[config.mk]
export PLATFORM = sky130hd
export DESIGN_NAME = ifill_router
export DESIGN_NICKNAME = d
export VERILOG_FILES = /design/src/rtl/ifill_router.sv
export SDC_FILE = /design/constraint.sdc
export NUM_CORES = 1
export LEC_CHECK = 0
export CAP_MARGIN = 20
export CORE_AREA = 2 2 195 197
export DETAILED_ROUTE_END_ITERATION = 8
export DIE_AREA = 0 0 197 199
export DONT_BUFFER_PORTS = 1
export PLACE_DENSITY = 0.35
export SLEW_MARGIN = 20
export SYNTH_ARGS = -nofsm -noshare
export SYNTH_HDL_FRONTEND = slang
export SYNTH_SLANG_ARGS = --single-unit
[constraint.sdc]
create_clock -name clk_i -period 6.75 [get_ports clk_i]
set_input_delay 1.0125 -clock clk_i [delete_from_list [all_inputs] [get_ports clk_i]]
set_output_delay 1.0125 -clock clk_i [all_outputs]
set_load 0.1 [all_outputs]
[src/rtl/ifill_router.sv]
// Instruction-refill router: steers each icache line fill to the boot ROM or the L2,
// keeps one request in flight, applies a watchdog and drops flushed/late responses.
module ifill_router #(
  parameter int unsigned     PADDR_W     = 40,
  parameter int unsigned     LINE_W      = 128,
  parameter int unsigned     BROM_ADDR_W = 24,
  parameter longint unsigned BROM_LIMIT  = 64'h10000,
  parameter int unsigned     TIMEOUT     = 1024
) (
  input  logic                   clk_i,
  input  logic                   rst_i,

  input  logic                   ic_req_valid_i,
  input  logic [PADDR_W-1:0]     ic_req_paddr_i,
  output logic                   ic_req_ready_o,
  output logic                   ic_resp_valid_o,
  output logic [LINE_W-1:0]      ic_resp_data_o,
  output logic                   ic_resp_error_o,
  input  logic                   flush_i,

  output logic                   brom_req_valid_o,
  output logic [BROM_ADDR_W-1:0] brom_req_address_o,
  input  logic                   brom_resp_valid_i,
  input  logic [LINE_W-1:0]      brom_resp_data_i,

  output logic                   l2_req_valid_o,
  output logic [PADDR_W-1:0]     l2_req_paddr_o,
  input  logic                   l2_resp_valid_i,
  input  logic [LINE_W-1:0]      l2_resp_data_i,

  output logic                   busy_o,
  output logic                   stray_o
);

  localparam int unsigned        CNT_W      = (TIMEOUT > 2) ? $clog2(TIMEOUT) : 1;
  localparam logic [CNT_W-1:0]   CNT_LAST   = CNT_W'(TIMEOUT - 1);
  localparam logic [PADDR_W-1:0] LIMIT      = PADDR_W'(BROM_LIMIT);
  localparam logic [PADDR_W-1:0] ALIGN_MASK = ~PADDR_W'(LINE_W / 8 - 1);

  typedef enum logic [2:0] {
    S_IDLE,
    S_BROM_WAIT,
    S_L2_WAIT,
    S_RESP,
    S_DRAIN
  } state_t;

  state_t               r_state;
  logic                 r_to_brom;
  logic [PADDR_W-1:0]   r_addr;
  logic [CNT_W-1:0]     r_cnt;
  logic                 r_brom_req;
  logic                 r_l2_req;
  logic [LINE_W-1:0]    r_resp_data;
  logic                 r_resp_error;
  logic                 r_stray;

  logic [PADDR_W-1:0]   w_aligned;
  logic                 w_accept;
  logic                 w_to_brom;
  logic                 w_brom_take;
  logic                 w_l2_take;
  logic                 w_timeout;
  logic                 w_stray;

  assign ic_req_ready_o = (r_state == S_IDLE) & ~flush_i;
  assign w_accept       = ic_req_valid_i & ic_req_ready_o;
  assign w_aligned      = ic_req_paddr_i & ALIGN_MASK;
  assign w_to_brom      = (w_aligned < LIMIT);
  assign w_timeout      = (r_cnt == CNT_LAST);

  // A response is consumed only by the state waiting on that source; everything else is stray.
  assign w_brom_take = brom_resp_valid_i &
                       ((r_state == S_BROM_WAIT) | ((r_state == S_DRAIN) & r_to_brom));
  assign w_l2_take   = l2_resp_valid_i &
                       ((r_state == S_L2_WAIT) | ((r_state == S_DRAIN) & ~r_to_brom));
  assign w_stray     = (brom_resp_valid_i & ~w_brom_take) | (l2_resp_valid_i & ~w_l2_take);

  // NOTE: all state below uses non-blocking assignments so every register samples pre-edge values.
  always_ff @(posedge clk_i or posedge rst_i) begin
    if (rst_i) begin
      r_state      <= S_IDLE;
      r_to_brom    <= 1'b0;
      r_addr       <= '0;
      r_cnt        <= '0;
      r_brom_req   <= 1'b0;
      r_l2_req     <= 1'b0;
      r_resp_data  <= '0;
      r_resp_error <= 1'b0;
      r_stray      <= 1'b0;
    end else begin
      r_brom_req <= 1'b0;
      r_l2_req   <= 1'b0;
      if (w_stray) r_stray <= 1'b1;

      case (r_state)
        S_IDLE: begin
          if (w_accept) begin
            r_addr     <= w_aligned;
            r_cnt      <= '0;
            r_to_brom  <= w_to_brom;
            r_brom_req <= w_to_brom;
            r_l2_req   <= ~w_to_brom;
            r_state    <= w_to_brom ? S_BROM_WAIT : S_L2_WAIT;
          end
        end

        S_BROM_WAIT, S_L2_WAIT: begin
          // Saturate so a flush on the final wait cycle still leaves DRAIN promptly.
          if (!w_timeout) r_cnt <= r_cnt + CNT_W'(1);
          if (flush_i) begin
            r_state <= S_DRAIN;
          end else if (w_brom_take | w_l2_take) begin
            r_resp_data  <= (r_state == S_BROM_WAIT) ? brom_resp_data_i : l2_resp_data_i;
            r_resp_error <= 1'b0;
            r_state      <= S_RESP;
          end else if (w_timeout) begin
            r_resp_data  <= '0;
            r_resp_error <= 1'b1;
            r_state      <= S_RESP;
          end
        end

        S_DRAIN: begin
          if (!w_timeout) r_cnt <= r_cnt + CNT_W'(1);
          if (w_brom_take | w_l2_take | w_timeout) r_state <= S_IDLE;
        end

        S_RESP: r_state <= S_IDLE;

        default: r_state <= S_IDLE;
      endcase
    end
  end

  assign ic_resp_valid_o    = (r_state == S_RESP) & ~flush_i;
  assign ic_resp_data_o     = r_resp_data;
  assign ic_resp_error_o    = r_resp_error;
  assign brom_req_valid_o   = r_brom_req;
  assign brom_req_address_o = r_addr[BROM_ADDR_W-1:0];
  assign l2_req_valid_o     = r_l2_req;
  assign l2_req_paddr_o     = r_addr;
  assign busy_o             = (r_state != S_IDLE);
  assign stray_o            = r_stray;

endmodule

==> impl_metrics.tcl <==
set metrics [dict create \
    status "complete, no violations" \
    cts_buffers 17 \
    ff2ff_path_depth 5 \
    drtPass1Iterations 4 \
    crit_end "ic_req_ready_o" \
    root_buffer "clkbuf_16" \
    layout_setup_ws_ps 2830 \
    worst_setup_path_end_kind "output port" \
    finClkSkew_ps 12.9 \
    startpoint "r_state[1]" \
    preCtsSetupSlack_ps 3240 \
    clk_pin_slew_worst_paths_ps 70 \
    synth.top_cell.area_share_pct 53.2 \
    cap_violations 0 \
    core_area_sq_mm 0.0371 \
    worst_path_largest_cell_delay_ps 1000 \
    cp_slowest_cell "nor2_2" \
    n_antenna_cell 0 \
    worstMarginPinSlew_ps 1050 \
    avgViaCountPerCell 4.51 \
    insertion_delay_ps 450 \
    relSlewSlack_pct 29.8 \
    fin_crit_ps 3920 \
    slew_viol_final 0 \
    cp.required_ps 5740 \
    cts_tree "yes" \
    postCtsSetupRepairBufs 0 \
    port-buffer-count 0 \
    grt_use_total_pct 12.9 \
    postSynthAreaPerCell_sq_um 9.95 \
    rsz0062_at_grt "no" \
    ys_warn_count 0 \
    fin_tns_setup_ps 0 \
    std_cell_rows 71 \
    synth_area_leaders "dfrtp_1 53%, mux2i_1 15%, nand2_1 11%" \
    vias 5843 \
    start_util_pct 23.0 \
    path_class "reg -> out" \
    grt_pass1_vias 5783 \
    drc_errors 0 \
    syn2layout_area_growth_pct 9.15 \
    grt_pass1_wl_um 37500 \
    clock_path_buffers 2 \
    reg2reg_to "ic_resp_data_o[112]" \
    syn-instance-count 860 \
    grt_antenna_before_repair 0 \
    synth_edf_count 0 \
    synth_ff_type "dfrtp_1" \
    final_antenna_net_count 0 \
    n_fill_cell 3980 \
    ys_ff_latch 182 \
    drtIter0Drc 255 \
    io-pin-count 501 \
    hold_viol 0 \
    syn_area_sq_mm 0.00856 \
    fin_crit_sh_pct 58.1 \
    startpoint_type "register" \
    cts_resized 0 \
    fmax_mhz 255 \
    cp_max_fo 13 \
    cts_sinks 182 \
    postCtsHoldBufs 0 \
    design_area_sq_mm 0.00934 \
    nets 1112 \
    die_area_sq_mm 0.0392 \
    cp_top_family "simple AND/OR/NAND/NOR gates" \
    setup_viol 0 \
    overflow 0 \
    yosys.cell_types.count 44 \
    die_width_um 197 \
    synth_top_cell_by_area "dfrtp_1" \
    post-dp-hpwl_um 19000 \
    wl_per_cell_um 20.2 \
    place.gp.congestion 0.724 \
    dpl_cell_area_sq_mm 0.00874 \
    drive_gt1_share_pct 8.76 \
    path_cells "nor3_4, inv_1, nor2_2" \
    min-delay-path-class "reg -> reg" \
    worstReg2RegStart "r_state[0]" \
    synth-async-reset-ratio_pct 100 \
    grt_max_degree 119 \
    synth-seq-area-share_pct 53.2 \
    crit_arrival_ps 2910 \
    htree_num_levels 4 \
    utilization_pct 25.2 \
    path_buf_inv 1 \
    wl_um 26200 \
    regToRegSetupSlack_ps 3500 \
    die_h_um 199 \
    cp.depth 3 \
]
## logic make-up after synthesis
family | after synthesis | synth area share [%]
flops | 182 | 53.2
buf+inv | 89 | 6.56
xor+xnor | 7 | 0.716
compound gates | 159 | 10.0
mux | 130 | 15.2
fa+ha+maj | 2 | 0.278
simple gates | 290 | 13.9
other cells | 1 | 0.0438
## through the flow
step,cells,hold slack (ps)
finish,1296,536
global route,1296,574
CTS,1296,544
detailed placement,1264,524
global placement,1264,519
floorplan,867,488
## flip-flops by register name, summed over array words and instances (netlist names)
register and flops:
ic_resp_data_o 128, r_cnt 10, l2_req_paddr_o 36, stray_o 1
l2_req_valid_o 1, r_to_brom 1, brom_req_valid_o 1, r_state 3
ic_resp_error_o 1
## worst min path at each step
stage              from  endpoint  slack [ps]  depth (start not counted)
3_3_place_gp   r_cnt[1]  r_cnt[1]         520                          2
4_1_cts        r_cnt[9]  r_cnt[9]         540                          2
5_1_grt        r_cnt[1]  r_cnt[1]         570                          2
2_1_floorplan  r_cnt[1]  r_cnt[1]         490                          2
3_5_place_dp   r_cnt[9]  r_cnt[9]         520                          2
6_report       r_cnt[9]  r_cnt[9]         540                          2
## cell usage in the layout, fill, tap and decap left out, drive strengths merged
cell type / netlist / final
o211a: 1 / 1
xor2: 7 / 7
a2111oi: 1 / 1
inv: 6 / 8
and4bb: 1 / 1
nor4: 6 / 6
and2: 2 / 2
nor3: 4 / 4
or4: 3 / 3
clkinvlp: 0 / 5
nand3: 4 / 4
or2b: 1 / 1
a21o: 1 / 1
mux2i: 128 / 128
ha: 1 / 1
nor3b: 2 / 2
clkbuf: 24 / 22
nand4: 3 / 3
a31o: 1 / 1
o211ai: 3 / 3
a31oi: 1 / 1
nand3b: 1 / 1
or2: 1 / 1
o21ai: 136 / 136
or3: 1 / 1
conb: 1 / 8
nor2: 13 / 13
mux2: 2 / 2
bufinv: 0 / 2
o2111ai: 3 / 3
and3: 1 / 1
clkinv: 0 / 1
a22oi: 1 / 1
nand2: 247 / 247
buf: 59 / 6
maj3: 1 / 1
o31ai: 3 / 3
dfrtp: 182 / 182
a21oi: 8 / 8
## layout make-up
cell class                 count  area [sq um]  area share [%]
clock buffer                  22           474            5.08
sequential                   182          4580            49.0
inverter                       6          30.0           0.321
tap                          474           593            6.35
timing repair buffer           6          48.8           0.522
clock inverter                10           120            1.29
multi-input combinational    596          3500            37.4
## Yosys cell counts, types with 2 or more instances
cell / count
nand4_1: 3
xor2_1: 7
o2111ai_1: 3
o211ai_1: 3
nor3_1: 2
mux2i_1: 128
nor4_1: 6
o21ai_2: 2
o31ai_1: 3
o21ai_0: 113
mux2_2: 2
nand2_1: 247
a21oi_1: 7
clkbuf_1: 24
o21ai_1: 21
or4_1: 3
dfrtp_1: 182
nor2_1: 13
inv_1: 6
buf_4: 29
and2_1: 2
nand3_1: 4
buf_6: 13
buf_2: 17
## worst register-to-register path, cell delays in order (launching register included)
cell	delay, ps
dfrtp_1	640
nor3b_4	280
buf_4	740
buf_6	820
mux2i_1	520
o21ai_0	120
## metal layers
metal / GRT usage [%] / routed length [um] / vias up
met5: 0 / 0 / -
met2: 22.1 / 13400 / 252
met3: 3.49 / 1670 / 19
met4: 4.85 / 387 / 0
li1: - / - / 2772
met1: 15.4 / 10800 / 2800
Power is left out: the tool's default activity adds up to more than one toggle a clock period on the data nets, which glitch-free logic cannot reach.
